File: src/rtl/speed_uart_tx.sv
// Serializes one speed record into a 4-byte UART 8N1 packet: header 0xA5, flag/speed-high, speed-low, XOR checksum.
// A one-deep holding buffer lets the next record wait while the current packet is on the line.
module speed_uart_tx #(
  parameter int WIDTH_SPEED  = 14,
  parameter int CLKS_PER_BIT = 5208
) (
  input  logic                   clk,
  input  logic                   reset,
  input  logic                   in_valid,
  output logic                   in_ready,
  input  logic [WIDTH_SPEED-1:0] speed,
  input  logic                   epass,
  output logic                   serial_data_out,
  output logic                   busy,
  output logic                   packet_done,
  output logic                   overrun
);

  localparam int              TW     = $clog2(CLKS_PER_BIT);
  localparam logic [TW-1:0]   T_LAST = TW'(CLKS_PER_BIT - 1);
  localparam logic [7:0]      HEADER = 8'hA5;

  typedef enum logic [1:0] {IDLE, START, DATA, STOP} state_t;

  state_t        state_q, state_d;
  logic [TW-1:0] timer_q, timer_d;
  logic [2:0]    bit_idx_q, bit_idx_d;
  logic [1:0]    byte_idx_q, byte_idx_d;
  logic [7:0]    shift_q, shift_d;
  logic [23:0]   pkt_q, pkt_d;
  logic [14:0]   hold_q, hold_d;
  logic          pending_q, pending_d;
  logic          serial_q, serial_d;
  logic          busy_q, busy_d;
  logic          done_q, done_d;
  logic          over_q, over_d;

  logic [13:0]   speed_ext;
  logic [7:0]    byte1, byte2, byte3;
  logic          timer_last;

  always_comb begin
    speed_ext = '0;
    speed_ext[WIDTH_SPEED-1:0] = speed;
  end

  assign byte1      = {hold_q[14], 1'b0, hold_q[13:8]};
  assign byte2      = hold_q[7:0];
  assign byte3      = HEADER ^ byte1 ^ byte2;
  assign timer_last = (timer_q == T_LAST);

  always_comb begin
    state_d    = state_q;
    timer_d    = timer_last ? '0 : timer_q + 1'b1;
    bit_idx_d  = bit_idx_q;
    byte_idx_d = byte_idx_q;
    shift_d    = shift_q;
    pkt_d      = pkt_q;
    hold_d     = hold_q;
    pending_d  = pending_q;
    serial_d   = serial_q;
    busy_d     = busy_q;
    done_d     = 1'b0;
    over_d     = in_valid && pending_q;

    // Accept and load are mutually exclusive: accept needs pending low, load needs it high.
    if (in_valid && !pending_q) begin
      pending_d = 1'b1;
      hold_d    = {epass, speed_ext};
    end

    case (state_q)
      IDLE: begin
        timer_d = '0;
        if (pending_q) begin
          pending_d  = 1'b0;
          shift_d    = HEADER;
          pkt_d      = {byte3, byte2, byte1};
          byte_idx_d = 2'd0;
          serial_d   = 1'b0;
          busy_d     = 1'b1;
          state_d    = START;
        end
      end
      START: begin
        if (timer_last) begin
          bit_idx_d = 3'd0;
          serial_d  = shift_q[0];
          state_d   = DATA;
        end
      end
      DATA: begin
        if (timer_last) begin
          shift_d = shift_q >> 1;
          if (bit_idx_q == 3'd7) begin
            serial_d = 1'b1;
            state_d  = STOP;
          end else begin
            bit_idx_d = bit_idx_q + 3'd1;
            serial_d  = shift_q[1];
          end
        end
      end
      STOP: begin
        if (timer_last) begin
          if (byte_idx_q == 2'd3) begin
            busy_d  = 1'b0;
            done_d  = 1'b1;
            state_d = IDLE;
          end else begin
            byte_idx_d = byte_idx_q + 2'd1;
            shift_d    = pkt_q[7:0];
            pkt_d      = {8'h00, pkt_q[23:8]};
            serial_d   = 1'b0;
            state_d    = START;
          end
        end
      end
      default: state_d = IDLE;
    endcase
  end

  always_ff @(posedge clk) begin
    if (reset) begin
      state_q    <= IDLE;
      timer_q    <= '0;
      bit_idx_q  <= '0;
      byte_idx_q <= '0;
      shift_q    <= '0;
      pkt_q      <= '0;
      hold_q     <= '0;
      pending_q  <= 1'b0;
      serial_q   <= 1'b1;
      busy_q     <= 1'b0;
      done_q     <= 1'b0;
      over_q     <= 1'b0;
    end else begin
      state_q    <= state_d;
      timer_q    <= timer_d;
      bit_idx_q  <= bit_idx_d;
      byte_idx_q <= byte_idx_d;
      shift_q    <= shift_d;
      pkt_q      <= pkt_d;
      hold_q     <= hold_d;
      pending_q  <= pending_d;
      serial_q   <= serial_d;
      busy_q     <= busy_d;
      done_q     <= done_d;
      over_q     <= over_d;
    end
  end

  assign in_ready        = !pending_q;
  assign serial_data_out = serial_q;
  assign busy            = busy_q;
  assign packet_done     = done_q;
  assign overrun         = over_q;

endmodule

File: config.mk
export PLATFORM = sky130hd
export DESIGN_NAME = speed_uart_tx
export DESIGN_NICKNAME = d
export VERILOG_FILES = /design/src/rtl/speed_uart_tx.sv
export SDC_FILE = /design/constraint.sdc
export NUM_CORES = 1
export LEC_CHECK = 0
export BUFFER_PORTS_ARGS = -buffer_cell sky130_fd_sc_hd__buf_2
export CAP_MARGIN = 10
export CORE_ASPECT_RATIO = 0.8
export CORE_MARGIN = 1
export CORE_UTILIZATION = 45
export DETAILED_ROUTE_END_ITERATION = 10
export GPL_TIMING_DRIVEN = 0
export HOLD_SLACK_MARGIN = 0.1
export PLACE_DENSITY = 0.72
export SLEW_MARGIN = 20
export SYNTH_ARGS = -nofsm -noshare
export SYNTH_HDL_FRONTEND = slang
export SYNTH_SLANG_ARGS = --single-unit
File: constraint.sdc
create_clock -name clk -period 5.1 [get_ports clk]
set_clock_uncertainty 0.1 [all_clocks]
set_input_delay 0 -clock clk [delete_from_list [all_inputs] [get_ports clk]]
set_output_delay 0 -clock clk [all_outputs]
set_load 0.02 [all_outputs]
# Yosys cells after proc, flatten, opt, wreduce, memory -nomap -nowiden
# Index checks and enable logic that the tools add are counted.
# op_classes
bitwise_logic,4
reduce_logical,15
eq_ne,14
add_sub_neg,3
n_mux,39
# op_table
operator,count
$mux W24,3
$pmux W24 S2,1
$mux W8,4
$pmux W8 S3,1
$mux W2,8
$ne A2 B2 Y1 const B,8
$reduce_and A5 Y1,3
$mux W1,14
$add A13 B1 Y13 const B,1
$eq A13 B13 Y1 const B,1
$reduce_and A4 Y1,3
$mux W3,3
$pmux W2 S4,1
$xor A8 B8 Y8,1
$eq A2 B2 Y1 const B,3
$pmux W3 S2,1
$reduce_or A3 Y1,2
$not A4 Y4,1
$pmux W1 S4,1
$pmux W2 S2,1
$reduce_bool A2 Y1,2
$add A3 B1 Y3 const B,1
$eq A3 B3 Y1 const B,1
$reduce_bool A3 Y1,1
7 further kinds,9
# word_totals
out_inout_bits,5
inputBits,18
regBits,72

# Logic depth before layout (Yosys ltp)
# depth
word_depth,5
mapped_depth,8
ltp_nobuf,6

# Worst setup path before layout
# No wires, ideal clock.
# synth_timing
kind,register to register
from,register state_q[1]
to,register shift_q[4]
n_path_buf,2
synth_period_minus_slack_ps,2095
slack_ps,3005
setup_time_ps,62
required_ps,4938
arrival_ps,1933
stages_incl_launch_ff,9
cell_sequence,dfxtp_1 -> inv_1 -> ha_1 -> nor2b_1 -> buf_2 -> a211o_2 -> buf_2 -> or4_1 -> nand3_1
# synth_via
elab_chain_len,3
# synth_rtl
element,line_no,text
"start, declared",25,"state_t state_q, state_d;"
"start signal, assigned",138,state_q <= state_d;
$eq A2 B2 Y1 or $logic_not A2 Y1 (tied branches),72,case (state_q)
$ne A2 B2 Y1 (no source line) or $reduce_bool A3 Y1 (tied branches),-,
$reduce_and A5 Y1 (no source line),-,
"end signal, assigned",142,shift_q <= shift_d;
"end, declared",29,"logic [7:0] shift_q, shift_d;"
# Parallel ways exist; a longest one is shown, timed or not.
# A chain may end at the register's enable or synchronous reset.

# Worst setup path in the final report
# layout_timing
from,register state_q[1]
to,register byte_idx_q[1]
# layout_via
elab_chain_len,3
# layout_rtl
element,line_no,text
$eq A2 B2 Y1 or $logic_not A2 Y1 (tied branches),72,
$ne A2 B2 Y1 (no source line) or $reduce_bool A2 Y1 (tied branches),-,
$reduce_and A4 Y1 (no source line),-,
"end signal, assigned",141,byte_idx_q <= byte_idx_d;
"end, declared",28,"logic [1:0] byte_idx_q, byte_idx_d;"
# Parallel ways exist; a longest one is shown, timed or not.

==> run summary <==
The run finished with clean final reports. In this run the power density over the cells is 398 nW/um2. Data on the critical path arrives at its endpoint at 2.57 ns. The tools report the number of placed cells counting well taps as 571.

At the pin with the least slew margin, the transition time is 0.642 ns. Setup repair after global routing left no endpoint under its margin. The detailed router placed 3666 vias in this run.

The number of setup violations in the final report is 0. The worst setup path is launched from a register. The die is 84.6 um tall. The number of vias per cell was 6.03.

The tools report the cell at the root of the clock tree as sky130_fd_sc_hd__clkbuf_8. Number of failing hold endpoints at the final stage: 0. The start of the worst register-to-register path was state_q[1]. Traced cell by cell, the critical path runs through ha_1, buf_2, and4b_1, and4_1, clkbuf_1, buf_2, mux2i_1, nand3_1. The share of cells above drive strength 1 works out to 12.2%. The final critical delay including setup and external delays was 2.43 ns.

The total routing usage reported by global routing was 24.6%. After floorplanning, the core was sized to cover 8090 um2. In this run the deepest clock path goes through 2 buffers. After layout, the worst setup slack is 2.67 ns.

Dividing the detail-routed wire length by the instance count gives 17.0 um. Clock tree synthesis found a total of 72 sinks. TritonCTS built the clock tree. Of the synthesized area, sequential elements account for 37.6%.

The flop-to-flop setup slack is 2.67 ns, and the via count of the first global-routing pass is 3484. In this run, synthesis produced a sequential element count of 72. The synthesized design contains 0 enable-type register cells.

For this run, asynchronously set or reset flops after synthesis account for 0%. The total DRC errors in the routed layout came out at 0. For the remaining antenna violation count after routing, the log shows 0. The met1 demand-to-capacity share in global routing is 33.7%. The final layout contains routed wiring with a total length of 10.3 mm. In this run the critical register-to-register path is captured at byte_idx_q[1]. In this run the tightest slew margin relative to its limit is 57.0%. Relative to the synthesized area, the layout overhead comes to 17.8%.

The worst slack on hold paths is 0.322 ns, and the worst IR drop on VDD is 0.213 mV. The largest stage delay on the critical path is 0.44 ns, and the static leakage power is 1.73 nW. The setup path with the least slack is of type reg -> reg. Once the floorplan was initialized, standard cells occupied 47.4% of the core.

Port buffering added 22 buffers. The maximum fanout along the worst path works out to 10. The layer flagged by global routing as most heavily used is met2. For this design the top-level I/O count stands at 23.

The element type at the critical path end was a register. For this block, the initial DRC count from the detailed router was 325. After global routing the overflow that remains totals 0. The number of H-tree levels came out at 3. The critical hold path startpoint is speed[4]. The post-synthesis cell type count was 54.

The maximum number of pins on one net before global-route repair is 14. Summed over all failing endpoints, the final setup total negative slack is 0 ns. For hold timing, the worst endpoint is hold_q[4].

Global routing used 5.67% of the available met3 tracks. Cell type of the slowest stage on the worst timing path: sky130_fd_sc_hd__dfxtp_1. Counting both buffers and inverters, the worst setup path holds a total of 3.

For this run, the detailed router's first-pass iteration total came to 5. The first global-routing pass estimated 17.2 mm of wire. The data required time at the worst endpoint is 5.24 ns, and the die outline area is 8900 um2. Among all flip-flop cells after synthesis, the most frequent one is sky130_fd_sc_hd__dfxtp_1. The max-slew violation count is 0, and the clock latency reported for the late side of the worst-skew pair is 0.37 ns. The instance count along the most critical hold path is 4. The kind of cell with the highest combined delay along the critical path is buffers and inverters. The CTS clock-pin slew for the worst setup and hold paths came out at 0.08 ns. The logs give 523 for the number of nets in the layout and 29 for the row count.

The final HPWL from detailed placement is 7.18 mm. The number of nets handed over by synthesis was 468. The number of antenna violations at the first check in global routing is 0. Dividing the synthesized area by the synthesized cell count gives 8.70 um2. For this run, the top clock speed supported by timing is 0.412 GHz. Worst min-delay path category: in -> reg.

OpenSTA, run right after detailed placement, puts the worst setup slack at 2.73 ns. The final instance count without filler cells came out at 608. The count of max-cap constraint violations was 0; the netlist area before placement was 3840 um2.

The die is 105 um wide. The number of antenna diodes in the final layout is 0. The tools report the count of synthesis-stage warnings from yosys as 0. The logs give 0.815 for the final weighted congestion in routability-driven placement and 37.7% for the met2 global-route usage. The overall power came out at 1.80 mW. Synthesis produced 441 cells. Counting stages on the worst path, the most repeated cell is sky130_fd_sc_hd__buf_2.

After filler insertion, the fill cell instance count of the layout stands at 740. Measured in cells, the most critical reg-to-reg path has a length of 8. TritonCTS created 9 clock buffers.

Of the available clock period, the critical path in the final layout requires 47.6%.
==> placed cells by master, fill, tap and decap left out, types with 12 or more instances in the layout <==
cell                             n
sky130_fd_sc_hd__a21oi_1        22
sky130_fd_sc_hd__buf_2          29
sky130_fd_sc_hd__clkbuf_1       24
sky130_fd_sc_hd__clkbuf_8       12
sky130_fd_sc_hd__dfxtp_1        72
sky130_fd_sc_hd__dlygate4sd3_1  22
sky130_fd_sc_hd__inv_1          15
sky130_fd_sc_hd__mux2i_1        19
sky130_fd_sc_hd__nand2_1        56
sky130_fd_sc_hd__nand3_1        32
sky130_fd_sc_hd__nor2_1         20
sky130_fd_sc_hd__o32a_1         14
sky130_fd_sc_hd__or3_1          15
sky130_fd_sc_hd__or4_1          18
sky130_fd_sc_hd__xnor2_1        12
==> through the flow <==
stage	cell area, um2	util (%)
2_1_floorplan	3840	-
3_3_place_gp	4080	50.5
3_5_place_dp	4080	50.5
4_1_cts	4520	55.9
5_1_grt	4520	55.9
6_report	4520	55.9
==> synth_stat cells (2+ instances only) <==
| master | number | area, um2 |
|---|---|---|
| sky130_fd_sc_hd__inv_1 | 15 | 56.3 |
| sky130_fd_sc_hd__xor2_1 | 6 | 52.6 |
| sky130_fd_sc_hd__o21ai_0 | 6 | 30.0 |
| sky130_fd_sc_hd__a21oi_1 | 22 | 110 |
| sky130_fd_sc_hd__ha_1 | 9 | 113 |
| sky130_fd_sc_hd__buf_2 | 7 | 35.0 |
| sky130_fd_sc_hd__and3_1 | 4 | 25.0 |
| sky130_fd_sc_hd__buf_6 | 2 | 22.5 |
| sky130_fd_sc_hd__a22oi_1 | 7 | 52.6 |
| sky130_fd_sc_hd__or4_1 | 18 | 135 |
| sky130_fd_sc_hd__a32o_1 | 7 | 70.1 |
| sky130_fd_sc_hd__nor2b_1 | 5 | 31.3 |
| sky130_fd_sc_hd__a211o_2 | 2 | 20.0 |
| sky130_fd_sc_hd__or3_1 | 15 | 93.8 |
| sky130_fd_sc_hd__xnor2_1 | 12 | 105 |
| sky130_fd_sc_hd__nand4_1 | 11 | 68.8 |
| sky130_fd_sc_hd__dfxtp_1 | 72 | 1440 |
| sky130_fd_sc_hd__a211o_1 | 2 | 17.5 |
| sky130_fd_sc_hd__a221oi_1 | 4 | 35.0 |
| sky130_fd_sc_hd__clkbuf_1 | 24 | 90.1 |
| sky130_fd_sc_hd__nand2b_1 | 4 | 25.0 |
| sky130_fd_sc_hd__o32a_1 | 14 | 140 |
| sky130_fd_sc_hd__o311ai_0 | 2 | 17.5 |
| sky130_fd_sc_hd__nor2_1 | 20 | 75.1 |
| sky130_fd_sc_hd__o211ai_1 | 2 | 15.0 |
| sky130_fd_sc_hd__a211oi_1 | 2 | 15.0 |
| sky130_fd_sc_hd__nor3_1 | 6 | 30.0 |
| sky130_fd_sc_hd__clkbuf_8 | 3 | 41.3 |
| sky130_fd_sc_hd__nand3_1 | 32 | 160 |
| sky130_fd_sc_hd__a41o_1 | 7 | 70.1 |
| sky130_fd_sc_hd__nand2_1 | 56 | 210 |
| sky130_fd_sc_hd__nor4_1 | 3 | 18.8 |
| sky130_fd_sc_hd__mux2i_1 | 19 | 190 |
==> worst register-to-register path, stage by stage (launching register included) <==
cell and delay [ns]:
sky130_fd_sc_hd__dfxtp_1 0.44, sky130_fd_sc_hd__ha_1 0.18, sky130_fd_sc_hd__buf_2 0.21, sky130_fd_sc_hd__and4b_1 0.29, sky130_fd_sc_hd__and4_1 0.22, sky130_fd_sc_hd__clkbuf_1 0.27
sky130_fd_sc_hd__buf_2 0.30, sky130_fd_sc_hd__mux2i_1 0.22, sky130_fd_sc_hd__nand3_1 0.09
==> sequential cells by signal (all words and copies together) (netlist names) <==
| name | cells |
|---|---|
| busy | 1 |
| hold_q | 15 |
| state_q | 2 |
| packet_done | 1 |
| timer_q | 13 |
| pending_q | 1 |
| overrun | 1 |
| serial_data_out | 1 |
| shift_q | 8 |
| pkt_q | 24 |
| bit_idx_q | 3 |
| byte_idx_q | 2 |
==> layer usage <==
metal / share of wire (%) / vias to the layer above / wire length, um
li1: - / 1743 / -
met1: 47 / 1773 / 4850
met2: 45 / 140 / 4620
met3: 7.0 / 10 / 723
met4: 1.3 / 0 / 138
met5: 0 / - / 0
==> how the worst max path moves through the flow <==
| stage | start | end | slack (ns) | depth (start not counted) |
|---|---|---|---|---|
| 3_3_place_gp | state_q[1] | byte_idx_q[1] | 2.78 | 8 |
| 3_5_place_dp | state_q[1] | byte_idx_q[1] | 2.73 | 8 |
| 4_1_cts | state_q[1] | byte_idx_q[1] | 2.70 | 8 |
| 2_1_floorplan | state_q[1] | shift_q[4] | 3.00 | 8 |
| 5_1_grt | state_q[1] | byte_idx_q[1] | 2.53 | 8 |
| 6_report | state_q[1] | byte_idx_q[1] | 2.67 | 8 |
==> report_power, final <==
group | internal [mW] | switching [mW]
combinational | 0.206 | 0.387
clock | 0.275 | 0.237
sequential | 0.636 | 0.0560
total | 1.12 | 0.680
==> cells by family (layout without fill, tap and decap cells) <==
kind of cell,after synthesis,after routing,synth area share [%]
AOI/OAI and AO/OA,83,83,16.8
adders and majority gates,9,9,2.93
xor gates and xnor gates,18,18,4.11
muxes,19,19,4.96
and+or+nand+nor,188,188,27.0
DFF,72,72,37.6
buffers and inverters,52,111,6.62
==> cell type report <==
type	instances	area (um2)	share of cell area (%)
inverters	15	56.3	1.25
multi-input cells	317	2140	47.4
clock inverters	6	92.6	2.05
flip-flops and latches	72	1440	31.9
repair buffers	44	330	7.31
clock buffers	9	124	2.74
well taps	108	135	2.99
plain buffers	37	198	4.37
==> what timing repair did <==
action,CTS,global route
hold endpoints to repair,21,0
buffers inserted,0,0
hold buffers,22,0
resized for setup,0,0
endpoints found under the setup margin,0,0
Power figures use the tool's default switching activity.
